==> src/rtl/shift_add_multiplier.sv <==
// shift_add_multiplier: sequential unsigned shift-and-add multiplier, one adder pass per cycle,
// 2*WIDTH-bit product after WIDTH iterations.
module shift_add_multiplier #(
  parameter int WIDTH = 4
) (
  input  logic               clk,
  input  logic               rst,
  input  logic               start,
  input  logic [WIDTH-1:0]   A,
  input  logic [WIDTH-1:0]   B,
  output logic [2*WIDTH-1:0] product,
  output logic               busy,
  output logic               done
);
  localparam int CW = $clog2(WIDTH) + 1;
  typedef enum logic [1:0] {IDLE, RUN, DONE} state_t;
  state_t state_q, state_d;
  logic [WIDTH-1:0] mcand_q, mcand_d, acc_hi_q, acc_hi_d, acc_lo_q, acc_lo_d;
  logic [CW-1:0] cnt_q, cnt_d;
  logic [2*WIDTH-1:0] product_q, product_d, shifted;
  logic [WIDTH:0] sum;
  always_comb begin
    sum = {1'b0, acc_hi_q} + {1'b0, mcand_q};
    // the adder carry-out lands in the acc_hi MSB after the shift
    shifted = acc_lo_q[0] ? {sum, acc_lo_q[WIDTH-1:1]} : {1'b0, acc_hi_q, acc_lo_q[WIDTH-1:1]};
    state_d = state_q;
    mcand_d = mcand_q;
    acc_hi_d = acc_hi_q;
    acc_lo_d = acc_lo_q;
    cnt_d = cnt_q;
    product_d = product_q;
    case (state_q)
      IDLE: if (start) begin
        mcand_d = A;
        acc_hi_d = '0;
        acc_lo_d = B;
        cnt_d = '0;
        state_d = RUN;
      end
      RUN: begin
        {acc_hi_d, acc_lo_d} = shifted;
        cnt_d = cnt_q + CW'(1);
        if (cnt_q == CW'(WIDTH - 1)) begin
          product_d = shifted;
          state_d = DONE;
        end
      end
      DONE: state_d = IDLE;
      default: state_d = IDLE;
    endcase
  end
  always_ff @(posedge clk) begin
    if (rst) begin
      state_q <= IDLE;
      mcand_q <= '0;
      acc_hi_q <= '0;
      acc_lo_q <= '0;
      cnt_q <= '0;
      product_q <= '0;
    end else begin
      state_q <= state_d;
      mcand_q <= mcand_d;
      acc_hi_q <= acc_hi_d;
      acc_lo_q <= acc_lo_d;
      cnt_q <= cnt_d;
      product_q <= product_d;
    end
  end
  assign busy = (state_q == RUN);
  assign done = (state_q == DONE);
  assign product = product_q;
endmodule

==> config.mk <==
export PLATFORM = sky130hd
export DESIGN_NAME = shift_add_multiplier
export DESIGN_NICKNAME = d
export VERILOG_FILES = /design/src/rtl/shift_add_multiplier.sv
export SDC_FILE = /design/constraint.sdc
export NUM_CORES = 1
export LEC_CHECK = 0
export ABC_AREA = 1
export CAP_MARGIN = 20
export CORE_UTILIZATION = 45
export CTS_CLUSTER_DIAMETER = 40
export DETAILED_ROUTE_END_ITERATION = 16
export GPL_TIMING_DRIVEN = 1
export PLACE_DENSITY_LB_ADDON = 0.15
export SLEW_MARGIN = 15
export SYNTH_ARGS = -nofsm -noshare
export SYNTH_HDL_FRONTEND = slang
export SYNTH_SLANG_ARGS = --single-unit
==> constraint.sdc <==
create_clock -name clk -period 3.3 [get_ports clk]
set_clock_uncertainty 0.05 [all_clocks]
set_input_delay 0.99 -clock clk [delete_from_list [all_inputs] [get_ports clk]]
set_output_delay 0.99 -clock clk [all_outputs]
set_load 0.005 [all_outputs]
# Word-level counts from Yosys, hierarchy flattened

Index checks and enable logic that the tools add are counted.

Output and inout bits: 10
Word-level logic and storage cells: 29
Input bits: 11
Register bits: 25

Reductions and logical operators: 6
Mux-type cells: 10
Equality and inequality tests: 5
Add/sub/neg operators: 2

Operators by type and width:

| kind                | count |
|---|---|
| $pmux 4 s2          | 2 |
| $mux 4              | 2 |
| $mux 8              | 1 |
| $reduce_and 2->1    | 4 |
| $pmux 3 s2          | 1 |
| $add 4x4->5         | 1 |
| $mux 2              | 2 |
| $pmux 2 s2          | 1 |
| $add 3x1->3 const B | 1 |
| $eq 3x2->1 const B  | 1 |
| $mux 3              | 1 |
| $eq 2x1->1 const B  | 1 |
| $eq 2x2->1 const B  | 1 |
| $logic_not 2->1     | 1 |
| $ne 2x1->1 const B  | 1 |
| $ne 2x2->1 const B  | 1 |
| $reduce_bool 2->1   | 1 |

# Depth between registers and ports, before layout

Word-level depth: 3
Depth in mapped cells: 9
Gate-level depth less buffers: 9

# Least setup slack after synthesis

OpenSTA, ideal clock, no wires.

Kind: flip-flop to output port
From: reg state_q[1]
To: out busy
Path buffers: 1
Required time: 2,260 ps
Path slack: 1,584 ps
Stages on the path, launching flop included: 5
Arrival: 676 ps
Cells stage by stage: dfxtp_1 > inv_1 > nand2_4 > inv_2 > buf_4

Longest elaborated chain between the ends: 1

RTL lines:

| item                   | line | text |
|---|---|---|
| from (decl)            | 17   | `state_t state_q, state_d;` |
| from (signal assigned) | 61   | `state_q <= state_d;` |
| $eq 2x1->1             | 69   | `assign busy = (state_q == RUN);` |
| to (decl)              | 12   | `output logic busy,` |

Every way passes these cells.

# Worst setup path in the final report

Same ends and word-level chain as after synthesis.

==> metrics.md <==
| Metric | Value |
|---|---|
| Post-DP HPWL | `1816 µm` |
| Routed length per instance | `11.74 µm` |
| Initial Utilization | `47.32%` |
| Net Sw Frac | `25.86%` |
| P&R area growth vs syn | `20.60%` |
| Worst Path Max Fanout | `11` |
| Register area share after synthesis | `42.69%` |
| Share of cells above drive strength 1 | `10.47%` |
| Full die area | `2813 µm²` |
| DP Cell Count | `198` |
| Req. time, crit path | `2.26 ns` |
| Clock Path Buffers | `2` |
| Via count | `1013` |
| RSZ-0062 raised after global routing | `no` |
| Clock sink count | `25` |
| Worst-Margin Slew | `0.3280 ns` |
| Initial antenna violation count | `0` |
| Routability Congestion | `0.8151` |
| Footprint of the multi-input gates | `574.3 µm²` |
| Top cells by area, synth | `dfxtp_1, nand2_1, ha_1` |
| Max Fclk | `0.3772 GHz` |
| # setup viols final | `0` |
| Starting DRT DRC Count | `28` |
| Status | `completed` |
| CTS Hold Buffers Added | `0` |
| Post-Route WL | `2371 µm` |
| Post-Layout Cell Count | `202` |
| Worst-path clk slew | `0.13 ns` |
| H-Tree Depth | `1` |
| Grt ovf | `0` |
| Fillers | `241` |
| Comb power frac | `14.2%` |
| Syn_area_per_cell | `7.713 µm²` |
| Netlist cell types | `24` |
| Most common cell after layout, fill and taps aside | `nand2_1` |
| Share of the synthesized area in the top cell type | `42.69%` |
| Worst hold path class | `reg2reg` |
| Max-Cap Viols | `0` |
| Commonest non-fill, non-tap cells in the layout | `nand2_1, dfxtp_1, clkdlybuf4s50_1` |
| Num CTS Buffers | `3` |
| Global Route Usage Sum | `19.98%` |
| WS Path Type | `reg2out` |
| PD cells | `375.4 nW/µm²` |
| Layout Nets | `191` |
| Finished Cell Area | `1414 µm²` |
| IO Port Bufs | `20` |
| Final period utilization | `80.34%` |
| Crit path from | `state_q[1]` |
| Hold path start | `cnt_q[0]` |
| Largest net degree at the start of global routing | `19` |
| Arrival @ worst endpoint | `1.61 ns` |
| Number of post-CTS setup repair buffers | `0` |
| Cell taking the most area after synthesis | `dfxtp_1` |
| Synthesized area | `1172 µm²` |
| Vias per cell | `5.015` |
| Final Max Slew Viols | `0` |
| Worst-Skew Late Latency | `0.31 ns` |
| Antenna Nets Post-Route | `0` |
| CTS Root Cell | `clkbuf_4` |
| DIE HEIGHT | `53.04 µm` |
| Die X | `53.04 µm` |
| # rows | `18` |
| Clock Power Share | `24.7%` |
| Total net switching power | `137.2 µW` |
| Post-CTS sizing | `0` |
| Launching point of the worst reg2reg path | `mcand_q[0]` |
| Post-synthesis net count | `170` |
| Vias in the first global route | `952` |
| Rel. slew slack | `77.90%` |
| Placed inst area | `1388 µm²` |
| Count of state elements after synthesis | `25` |
| Internal power | `393.6 µW` |
| Antenna Cells | `0` |
| Worst setup EP type | `output port` |
| Cells after Synth | `152` |
| Global-route wire length before repair | `4077 µm` |
| Final hold vios | `0` |
| Finished Core Util | `57.07%` |
| Leakage Power | `0.0005901 µW` |
| Register area | `500.5 µm²` |
| Startpoint types | `flip-flop` |
| TritonRoute pass-1 iters | `4` |
| Maximum vdd drop | `0.0002882 V` |
| Residual DRC | `0` |
| Core Footprint | `2477 µm²` |
| Crit path time final | `2.651 ns` |
| Top Ports | `21` |
| Final TNS setup | `0 ns` |
| Synth warnings | `0` |
| TritonCTS clock tree | `yes` |
| Sequential share of power | `61.2%` |
==> worst max-delay path, cell delays in order (launching register included) <==
cell and delay (ns):
dfxtp_1 0.34, inv_1 0.13, nand2_4 0.11, inv_2 0.18
clkdlybuf4s50_1 0.54
==> registers in the layout (all words and copies together), names as in the netlist <==
signal and flops:
acc_hi_q 4, acc_lo_q 4, cnt_q 3, product 8, state_q 2, mcand_q 4
==> routing by layer <==
layer	vias up	share of wire (%)	wire (µm)	global-route usage [%]
met5	-	0	0	0
met4	0	1.3	30	8.333
met3	4	3.3	78	4.310
met2	17	45	1056	30.17
met1	457	51	1207	27.19
li1	535	-	-	-
==> metrics by stage <==
stage | worst slack, ns | total power, µW | hold WS [ns]
after global placement | 1.013 | 404.4 | 0.3984
after global routing | 0.5473 | 564.3 | 0.4473
after CTS | 0.6514 | 534.8 | 0.4168
after detailed placement | 0.9557 | 406.0 | 0.3987
after floorplan | 1.584 | 380.8 | 0.3783
final | 0.6488 | 530.8 | 0.4138
==> layout make-up <==
class / instances / area share [%]
Tap cell: 30 / 2.655
Inverter: 20 / 5.310
Clock buffer: 4 / 1.858
Multi-Input combinational cell: 103 / 40.62
Sequential cell: 25 / 35.40
Timing Repair Buffer: 20 / 14.16
==> power by group through the flow <==
stage                     sequential [µW]  clock (µW)  combinational [µW]
after floorplan                       327           0                53.7
after global placement                331           0                73.2
after detailed placement              331           0                74.8
after CTS                             324         135                75.3
after global routing                  326         152                86.5
final                                 325         131                75.3
==> cells in the mapped netlist, drive strengths merged <==
cell and count:
a21oi 11, o21ai 15, dfxtp 25, a211oi 3
nor3 3, o21a 2, inv 20, fa 1
buf 3, o221ai 1, nor2 13, nand3 11
clkbuf 1, nand2 34, ha 6, or2 3
==> path summary, 6_finish.rpt <==
check / to / slack, ns / cells after the start
worst max-delay path: busy / 0.65 / 4
worst min-delay path: cnt_q[0] / 0.41 / 1
worst max register to register: acc_hi_q[1] / 1.53 / 7
worst min register to register: cnt_q[0] / 0.41 / 1
==> logic make-up after synthesis <==
family / Yosys count / synth area share [%]
AOI/OAI and AO/OA: 32 / 16.33
buffers and inverters: 24 / 8.324
adders and majority gates: 7 / 8.111
and+or+nand+nor: 64 / 24.55
DFF: 25 / 42.69
Power figures use the tool's default switching activity.
==> patch 1: new RTL, config.mk and constraints unchanged <==
Set the parameter `WIDTH` to 8 (it was 4).
--- a/src/rtl/shift_add_multiplier.sv
+++ b/src/rtl/shift_add_multiplier.sv
@@ -1,7 +1,7 @@
 // shift_add_multiplier: sequential unsigned shift-and-add multiplier, one adder pass per cycle,
 // 2*WIDTH-bit product after WIDTH iterations.
 module shift_add_multiplier #(
-  parameter int WIDTH = 4
+  parameter int WIDTH = 8
 ) (
   input  logic               clk,
   input  logic               rst,
Ports: changed (resized A, B and product); port bits go from 21 to 37. No check against the original RTL was run, so the function may have changed too.
==> patch 1 against the unedited design <==
- routed wire length grew 110%
- critical path depth fell by 1
- count of clock-buffer cells in the layout rose by 2
- worst setup slack improved by 0.25 ns
- combinational power is 120% higher
- non-clock buffer count increased by 20
- power up 110%
- synthesized cell count grew 91%
- final area grew 94%
- maximum frequency grew 11%
- sequential cell count is 21 higher
- sequential power is 84% higher
- area after synthesis is 91% higher
==> patch 1: results (changes against the unedited design) <==
Hold Startpoint product[8]$_SDFFE_PP0P_; vias in the first global route 1915 (+100%); largest net degree at the start of global routing 32 (+13); TritonRoute pass-1 iters 4 (unchanged); initial antenna violation count 0 (unchanged); Avg Inst Size Synth 7.72 sq um (about the same); number of CTS-inserted buffers 5 (+2); Port Buffers 36 (+80%); crit-path max FO 2 (-9); total grt overflow 0 (unchanged); Post-Place Cell Area 2660 sq um (+92%); CTS resizes 0 (unchanged); Distinct cells, synth 31 (+29%); sequential area share after synthesis 41.1% (-1.5 points); fin. max-slew vios 0 (unchanged); share of cells above drive strength 1 11.6% (+1.1 points); clock latency on the worst-skew pair 0.31 ns (about the same); via count 1964 (+94%); YS warnings 0 (unchanged); 1st-iter DRT viols 85 (+200%); r2r startpoint mcand_q[0]$_SDFFE_PP0P_; max reg flops 16 (+8); first-pass GRT wire length 8580 microns (+110%); Syn Nets 319 (+88%); most instantiated cells after synthesis nand2_1, dfxtp_1, nand3_1; Layout Utilization 57.7% (+0.64 points); Leakage Power 1.15 nW (+95%); # diodes 0 (unchanged); final net count 356 (+86%); cell count after placement 387 (+95%); Worst Setup SP state_q[1]$_SDFFE_PP0P_; GRT Total Usage 21.1% (+1.1 points); gpl congestion 0.820 (+0.60%); fillers 462 (+92%); CP delay by family, top buffers and inverters; Worst EP arrival 1.36 ns (-0.25 ns); Routed Wire Length 4910 microns (+110%); pre-CTS WS 0.862 ns (-0.0942 ns); slowest cell on the critical path clkdlybuf4s50_1; H-tree depth 2 (+1); Synth async-reset ratio 0% (unchanged); Post-CTS Setup Bufs 0 (unchanged); vias per cell 4.97 (-0.85%); largest stage delay on the critical path 0.50 ns (-0.04 ns); Max IR drop VDD 0.000239 V (-17%); Hold WC Path Type reg2reg; slew margin rel. 66.7% (-11 points); root buf cell clkbuf_8; status finished, final reports clean; clk buf depth 2 (unchanged); hpwl dp 3440 microns (+89%); clock-pin slew on the worst setup and hold paths 0.09 ns (-0.04 ns); synth top area cells dfxtp_1, nand2_1, nand3_1
==> patch 1: path summary, 6_finish.rpt <==
check	end	slack [ns]	depth (start not counted)
worst max register to register	acc_hi_q[3]$_SDFFE_PP0P_	1.38	10
worst max-delay path	done	0.90	3
worst min register to register	product[8]$_SDFFE_PP0P_	0.42	2
worst min-delay path	product[8]$_SDFFE_PP0P_	0.42	2
==> patch 1: where the power goes <==
part           internal (mW)  total (mW)  switching (mW)
registers              0.579       0.599          0.0200
clock network          0.150       0.352           0.202
logic                 0.0691       0.166          0.0972
total                  0.798        1.12           0.320
==> patch 1: cell type report <==
| class | count | share of cell area, % |
|---|---|---|
| clock buffers | 6 | 2.64 |
| clock inverters | 2 | 0.502 |
| inverters | 33 | 4.70 |
| multi-input cells | 201 | 41.3 |
| flip-flops and latches | 46 | 33.6 |
| well taps | 67 | 3.06 |
| repair buffers | 40 | 14.2 |
==> patch 1: worst register-to-register path, stage by stage (launching register included) <==
cell	delay, ns
dfxtp_1	0.32
ha_1	0.22
fa_1	0.40
nand2_1	0.08
nand2_1	0.08
nand2_1	0.06
nand2_1	0.04
nand3_1	0.06
o21ai_0	0.17
or2_1	0.26
a21oi_1	0.11
==> patch 1: routing by layer <==
metal  track usage (%)  wire, microns  vias up
met5                 0              0        -
met4              7.41             94        0
met3              4.58            241        8
met2              34.7           2190       46
met1              27.4           2380      883
li1                  -              -     1027
==> patch 1: cells by family after synthesis <==
family / count (synthesis) / share of synthesized area [%]
fa+ha+maj: 10 / 5.93
flops: 46 / 41.1
compound gates: 55 / 15.9
xor+xnor: 1 / 0.391
simple gates: 135 / 28.4
buf+inv: 43 / 8.22
==> patch 2: new RTL, same flow settings <==
Without the edit above. `product_q` no longer has a reset.
--- a/src/rtl/shift_add_multiplier.sv
+++ b/src/rtl/shift_add_multiplier.sv
@@ -56,15 +56,17 @@
       acc_hi_q <= '0;
       acc_lo_q <= '0;
       cnt_q <= '0;
-      product_q <= '0;
     end else begin
       state_q <= state_d;
       mcand_q <= mcand_d;
       acc_hi_q <= acc_hi_d;
       acc_lo_q <= acc_lo_d;
       cnt_q <= cnt_d;
-      product_q <= product_d;
     end
+  end
+
+  always_ff @(posedge clk) begin
+    product_q <= product_d;
   end
   assign busy = (state_q == RUN);
   assign done = (state_q == DONE);
Function: differs if rst is asserted again (counterexample within 10 cycles, from zero or initial values and one cycle with rst high); with rst held inactive, the same outputs for 10 cycles.
==> patch 2 against the unedited design <==
- first-iteration DRC count shrank 29%
- die area shrank 4.6%
- worst setup slack gained 0.032 ns
- power grew 2.5%
- sequential cell count is the same
- global-route usage shrank 2.1 points
- routed wire length shrank 11%
- via count shrank 11%
- sequential share of layout area grew 7.0 points
- final area shrank 3.2%
- area after synthesis shrank 4.8%
- critical path depth shrank 1
- largest power group unchanged
==> patch 2: results (changes against the unedited design) <==
status finished, final reports clean; # diodes 0 (unchanged); root buf cell clkbuf_4; clock latency on the worst-skew pair 0.31 ns (about the same); CTS resizes 0 (unchanged); hpwl dp 1590 microns (-12%); YS warnings 0 (unchanged); sequential area share after synthesis 52.0% (+9.3 points); Clk pwr share 24.6%; Reg2Reg Depth 4 (-3); initial antenna violation count 0 (unchanged); most instantiated cells after synthesis nand2_1, dfxtp_1, nor2_1; hold path cells 1 (unchanged); 1st-iter DRT viols 20 (-29%); Hold WC Path Type reg2reg; H-tree depth 1 (unchanged); sw power 137 uW (-0.30%); share of cells above drive strength 1 6.58% (-3.9 points); Post-CTS Setup Bufs 0 (unchanged); max reg flops 8 (unchanged); Hold Startpoint cnt_q[0]$_SDFFE_PP0P_; Leakage Power 0.561 nW (-5.0%); r2r endpoint product[7]$_DFFE_PP_; r2r setup slk 1.51 ns (-0.02 ns); Syn Nets 148 (-13%); CTS Hold Bufs 0 (unchanged); Hold Slack 0.424 ns (+0.0103 ns); vias in the first global route 806 (-15%); Distinct cells, synth 23 (-4.2%); largest net degree at the start of global routing 15 (-4); crit-path max FO 14 (+3); Synth async-reset ratio 0% (unchanged); pre-CTS WS 0.912 ns (-0.0435 ns); r2r startpoint state_q[0]$_SDFFE_PP0P_; Hold EP cnt_q[0]$_SDFFE_PP0P_; TritonRoute pass-1 iters 4 (unchanged); GRT Total Usage 17.9% (-2.1 points); comb pwr 71.0 uW (-5.7%); Worst-Margin Slew 0.676 ns (+0.348 ns); clk buf depth 2 (unchanged); clock-pin slew on the worst setup and hold paths 0.13 ns (about the same); Routed Wire Length 2120 microns (-11%); first-pass GRT wire length 3480 microns (-15%); Max IR drop VDD 0.000280 V (-2.8%); Top FF cell, synth dfxtp_1; gpl congestion 0.830 (+1.8%); number of CTS-inserted buffers 3 (unchanged); synth top area cells dfxtp_1, edfxtp_1, nand2_1; via count 904 (-11%); final net count 171 (-10%); Post-synth EDFFs 8 (+8); Port Buffers 20 (unchanged); pwr dens 398 nW/um^2 (+5.9%)
==> patch 2: cells by family after synthesis <==
family	after synthesis	synth area share [%]
AOI/OAI and AO/OA	24	11.3
adders and majority gates	7	8.52
buffers and inverters	16	5.72
DFF	25	52.0
and+or+nand+nor	58	22.4
==> patch 2: cell type report <==
| type | count | area (sq um) |
|---|---|---|
| Clock buffer | 4 | 26.3 |
| Fill cell | 204 | 907 |
| Multi-Input combinational cell | 89 | 472 |
| Inverter | 14 | 55.1 |
| Sequential cell | 25 | 581 |
| Tap cell | 28 | 35.0 |
| Timing Repair Buffer | 20 | 200 |
==> patch 2: how the worst max path moves through the flow <==
stage | slack (ns) | from | cells past startpoint | endpoint
after CTS | 0.67 | state_q[0]$_SDFFE_PP0P_ | 3 | busy
after global placement | 0.93 | start | 6 | mcand_q[3]$_SDFFE_PP0P_
after floorplan | 1.58 | state_q[0]$_SDFFE_PP0P_ | 3 | busy
after global routing | 0.58 | state_q[0]$_SDFFE_PP0P_ | 3 | busy
after detailed placement | 0.91 | start | 6 | mcand_q[1]$_SDFFE_PP0P_
final | 0.68 | state_q[0]$_SDFFE_PP0P_ | 3 | busy
==> patch 2: through the flow <==
stage	cell area [sq um]	cells
finish	1370	180
global placement	1340	176
CTS	1370	180
global route	1370	180
detailed placement	1340	176
floorplan	1120	130
==> patch 2: routing by layer <==
layer  share of wire, %  vias to the layer above  GRT usage [%]  wire, microns
li1                   -                      469              -              -
met2                 48                       18           29.4           1020
met5                  0                        -              0              0
met3                3.3                        4           2.92             69
met1                 47                      413           23.5            999
met4                1.2                        0           6.76             26
==> patch 2: worst max-delay path: stages, from the launching register on <==
cell and delay, ns:
dfxtp_1 0.39, inv_2 0.06, nor2_4 0.25, clkdlybuf4s50_1 0.57
